--- src/rtl/apb_crc_engine.sv ---
// APB-attached bit-serial CRC engine: one data byte is shifted MSB-first over eight cycles,
// while DATA, RESULT and CTRL accesses wait and STATUS stays readable.
module apb_crc_engine #(
    parameter int unsigned       CRC_W   = 8,
    parameter logic [CRC_W-1:0]  POLY    = CRC_W'('h07),
    parameter logic [CRC_W-1:0]  INIT    = '0,
    parameter logic [CRC_W-1:0]  XOR_OUT = '0
) (
    input  logic        p_clk_i,
    input  logic        p_rst_i,
    input  logic        p_sel_i,
    input  logic        p_enable_i,
    input  logic        p_we_i,
    input  logic [31:0] p_adr_i,
    input  logic [31:0] p_dat_i,
    output logic [31:0] p_dat_o,
    output logic        p_ready
);

    typedef enum logic {StIdle, StShift} state_e;

    localparam logic [1:0] AdrData   = 2'd0;
    localparam logic [1:0] AdrResult = 2'd1;
    localparam logic [1:0] AdrCtrl   = 2'd2;
    localparam logic [1:0] AdrStatus = 2'd3;

    state_e           state_q;
    logic             busy_q;
    logic [2:0]       bit_cnt_q;
    logic [7:0]       shift_q;
    logic [CRC_W-1:0] crc_q;
    logic [CRC_W-1:0] crc_d;
    logic [15:0]      count_q;

    logic [1:0] reg_idx;
    logic       xfer;
    logic       data_wr;
    logic       ctrl_init;
    logic       fb;
    logic       unused_bits;

    assign reg_idx     = p_adr_i[3:2];
    assign unused_bits = ^{p_adr_i[31:4], p_adr_i[1:0], p_dat_i[31:8]};

    // STATUS never waits so software can poll busy while a byte is in flight.
    assign p_ready   = !(busy_q && p_sel_i && (reg_idx != AdrStatus));
    assign xfer      = p_sel_i && p_enable_i && p_ready;
    assign data_wr   = xfer && p_we_i && (reg_idx == AdrData);
    assign ctrl_init = xfer && p_we_i && (reg_idx == AdrCtrl) && p_dat_i[0];

    always_comb begin
        fb    = crc_q[CRC_W-1] ^ shift_q[7];
        crc_d = {crc_q[CRC_W-2:0], 1'b0} ^ (fb ? POLY : '0);
    end

    always_ff @(posedge p_clk_i) begin
        if (p_rst_i) begin
            state_q   <= StIdle;
            busy_q    <= 1'b0;
            bit_cnt_q <= 3'd0;
            shift_q   <= 8'd0;
            crc_q     <= INIT;
            count_q   <= 16'd0;
        end else begin
            unique case (state_q)
                StIdle: begin
                    if (data_wr) begin
                        shift_q   <= p_dat_i[7:0];
                        bit_cnt_q <= 3'd0;
                        busy_q    <= 1'b1;
                        state_q   <= StShift;
                    end else if (ctrl_init) begin
                        crc_q   <= INIT;
                        count_q <= 16'd0;
                    end
                end
                StShift: begin
                    crc_q     <= crc_d;
                    shift_q   <= {shift_q[6:0], 1'b0};
                    bit_cnt_q <= bit_cnt_q + 3'd1;
                    if (bit_cnt_q == 3'd7) begin
                        state_q <= StIdle;
                        busy_q  <= 1'b0;
                        count_q <= count_q + 16'd1;
                    end
                end
            endcase
        end
    end

    always_comb begin
        p_dat_o = '0;
        if (p_sel_i && !p_we_i) begin
            unique case (reg_idx)
                AdrResult: p_dat_o = 32'(crc_q ^ XOR_OUT);
                AdrStatus: p_dat_o = {count_q, 15'd0, busy_q};
                default:   p_dat_o = '0;
            endcase
        end
    end

endmodule

--- config.mk ---
export PLATFORM = sky130hd
export DESIGN_NAME = apb_crc_engine
export DESIGN_NICKNAME = d
export VERILOG_FILES = /design/src/rtl/apb_crc_engine.sv
export SDC_FILE = /design/constraint.sdc
export NUM_CORES = 1
export LEC_CHECK = 0
export CELL_PAD_IN_SITES_DETAIL_PLACEMENT = 1
export CELL_PAD_IN_SITES_GLOBAL_PLACEMENT = 1
export CORE_MARGIN = 2
export CORE_UTILIZATION = 28
export DETAILED_ROUTE_END_ITERATION = 16
export PLACE_DENSITY = 0.82
export SLEW_MARGIN = 20
export SYNTH_ARGS = -nofsm -noshare
export SYNTH_HDL_FRONTEND = slang
export SYNTH_SLANG_ARGS = --single-unit
--- constraint.sdc ---
create_clock -name p_clk_i -period 2 [get_ports p_clk_i]
set_input_delay 0.3 -clock p_clk_i [delete_from_list [all_inputs] [get_ports p_clk_i]]
set_output_delay 0.3 -clock p_clk_i [all_outputs]
set_load 0.02 [all_outputs]
==> results_dict.tcl <==
set metrics [dict create \
    status "completed" \
    row_count 31 \
    nNetsFinal 361 \
    grt_use_total 0.136 \
    pre_cts_ws_ps -341 \
    drc 0 \
    postSynth.asyncResetShare 0 \
    max-clock-path-buffers 2 \
    io_pins 102 \
    worstRegToRegCells 6 \
    pwr_density_cell_nw_per_um2 542 \
    cts.sinks 37 \
    place_area_sq_um 2590 \
    initial_core_util 0.288 \
    gp_congestion 0.831 \
    grt_pass1_wl_um 9110 \
    synthToLayoutAreaGrowth_pct 25.4 \
    synth_common_cells "dfxtp_1, and2_1, nor2_1" \
    core-area_sq_um 7210 \
    ys_ff_latch 37 \
    hpwl_um 4120 \
    clockRootBuffer "clkbuf_8" \
    drive_gt1_frac 0.231 \
    grt_overflow 0 \
    synth_area_per_cell_sq_um 8.54 \
    chipWidth_um 90.1 \
    hold_start "bit_cnt_q[1]" \
    die-area_sq_um 8120 \
    area.sequential_sq_um 741 \
    die_h_um 90.1 \
    post-route-period-util 0.977 \
    crit_type "input port to output port" \
    r2r_start "bit_cnt_q[0]" \
    cp_max_fo 6 \
    yosysUniqueCellTypes 47 \
    min_period_ps 1950 \
    peakVddDrop_v 0.000206 \
    seq_area_frac_synth 0.357 \
    synthCells 243 \
    slew_viol_final 0 \
    routed_via_density 4.86 \
    cp.required_ps 1700 \
    design_area_sq_um 2600 \
    whs_path_depth 2 \
    max_cap_viol_count 0 \
    cts_tree "done" \
    synth.most_common_cell "dfxtp_1" \
    worst_slack_ps 46.8 \
    drt-initial-drc-count 89 \
    r2r_slack_ps 280 \
    yosysTopAreaCellShare 0.357 \
    first_pass_iters 4 \
    rr_endpoint "count_q[14]" \
    yosys_warnings 0 \
    p_leak_nw 1.00 \
    hp-class "register to register" \
    yosysTopAreaCell "dfxtp_1" \
    n_fill_cell 905 \
    postRouteAntennaNets 0 \
    grt_max_degree 26 \
    vias 1892 \
    synth-edff-count 0 \
    antenna_cells 0 \
    critPathArrivalTime_ps 1650 \
    setup-violations-final 0 \
    synth-main-ff-cell "dfxtp_1" \
    cts_max_level 2 \
    final-instance-count-excl-fill 389 \
    grt_pass1_vias 1980 \
    clkLatencyLatePin_ps 300 \
    synth_area_sq_um 2080 \
    placed_cells 381 \
    numPortBuffers 39 \
    multi_input_area_sq_um 1200 \
    min_to "bit_cnt_q[1]" \
    antenna_found_initial 0 \
    ctsHoldBuffers 0 \
    fin_worst_skew_ps 11.7 \
    endpoint_kind "output port" \
    numCtsBuffers 5 \
    max_freq_mhz 512 \
    synth.area.top_cells "dfxtp_1, and2_1, a2111oi_2" \
    drt_wl_total_um 5580 \
    startpoint_type "input port" \
    hold_violations 0 \
    routedWlPerCell_um 14.3 \
    rsz0062_at_grt "true" \
    clk_pin_slew_worst_paths_ps 70 \
]
==> power by group <==
part	leakage [nW]	switching (mW)	internal, mW	total (mW)
Sequential	0.299	0.00463	0.744	0.749
Clock	0.0450	0.282	0.242	0.524
Combinational	0.661	0.0778	0.0611	0.139
==> flip-flops by register name, indices dropped and copies added, names as in the netlist <==
signal     cells
count_q       16
crc_q          8
shift_q        8
bit_cnt_q      3
busy_q         1
state_q        1
==> layer usage <==
layer  up-vias  global-route usage  part of all wire
met5         -                   0                 0
met4         0              0.0346             0.011
met3         6              0.0369             0.038
met2        32               0.249              0.50
met1       917               0.156              0.45
li1        937                   -                 -
==> worst max-delay path, stage by stage <==
cell             delay, ps
clkdlybuf4s50_1        520
buf_4                  180
mux2i_1                230
nor2_1                  90
dlygate4sd2_1          330
==> repair_timing <==
action                                  CTS  global route
resized for setup                        72            19
endpoints found under the setup margin   25            26
setup buffers                             0             0
==> final cells by class <==
type                            count  share of cell area
Clock buffer                        6              0.0279
Multi-Input combinational cell    182               0.459
Timing Repair Buffer               54               0.164
Inverter                            9              0.0130
Tap cell                           99              0.0476
Sequential cell                    37               0.284
Clock inverter                      2             0.00384
==> placed cells by master (no fill, tap or decap), drive strengths merged, types with 5 or more instances in the layout <==
cell,synthesis,final
a21oi,11,11
and2,25,25
dfxtp,37,37
inv,9,9
a2111oi,7,7
nand2,18,18
clkdlybuf4s50,0,14
nor3,16,16
clkdlybuf4s15,0,6
a22oi,9,9
nor2,23,23
clkbuf,4,6
buf,18,32
xor2,5,5
nand3,13,13
or3,5,5
conb,1,8
==> worst max path at each step <==
stage,startpoint,end,slack [ps],cells past startpoint
6_report,p_adr_i[3],p_dat_o[0],50,5
5_1_grt,p_we_i,p_dat_o[5],-20,6
4_1_cts,p_we_i,p_dat_o[25],8,6
3_5_place_dp,p_we_i,p_dat_o[25],-340,6
3_3_place_gp,p_we_i,p_dat_o[20],-300,6
2_1_floorplan,bit_cnt_q[0],count_q[15],450,7
==> cells by family (layout without fill, tap and decap cells) <==
kind of cell,count (synthesis),count (layout),share of synthesized area
and+or+nand+nor,120,120,0.339
AOI/OAI and AO/OA,44,44,0.172
DFF,37,37,0.357
buffers and inverters,31,71,0.0814
xor gates and xnor gates,5,5,0.0211
adders and majority gates,3,3,0.0181
muxes,2,2,0.00964
other,1,8,0.00181
==> per-stage QoR <==
| stage | power (mW) | setup TNS (ps) | hold slack, ps | utilization |
|---|---|---|---|---|
| 2_1_floorplan | 0.855 | 0 | 452 | - |
| 3_3_place_gp | 0.901 | -6800 | 459 | 0.360 |
| 3_5_place_dp | 0.905 | -7730 | 473 | 0.360 |
| 4_1_cts | 1.43 | 0 | 483 | 0.375 |
| 5_1_grt | 1.46 | -65.5 | 509 | 0.361 |
| 6_report | 1.41 | 0 | 480 | 0.361 |
No activity file was read; power rests on OpenSTA's default activity.
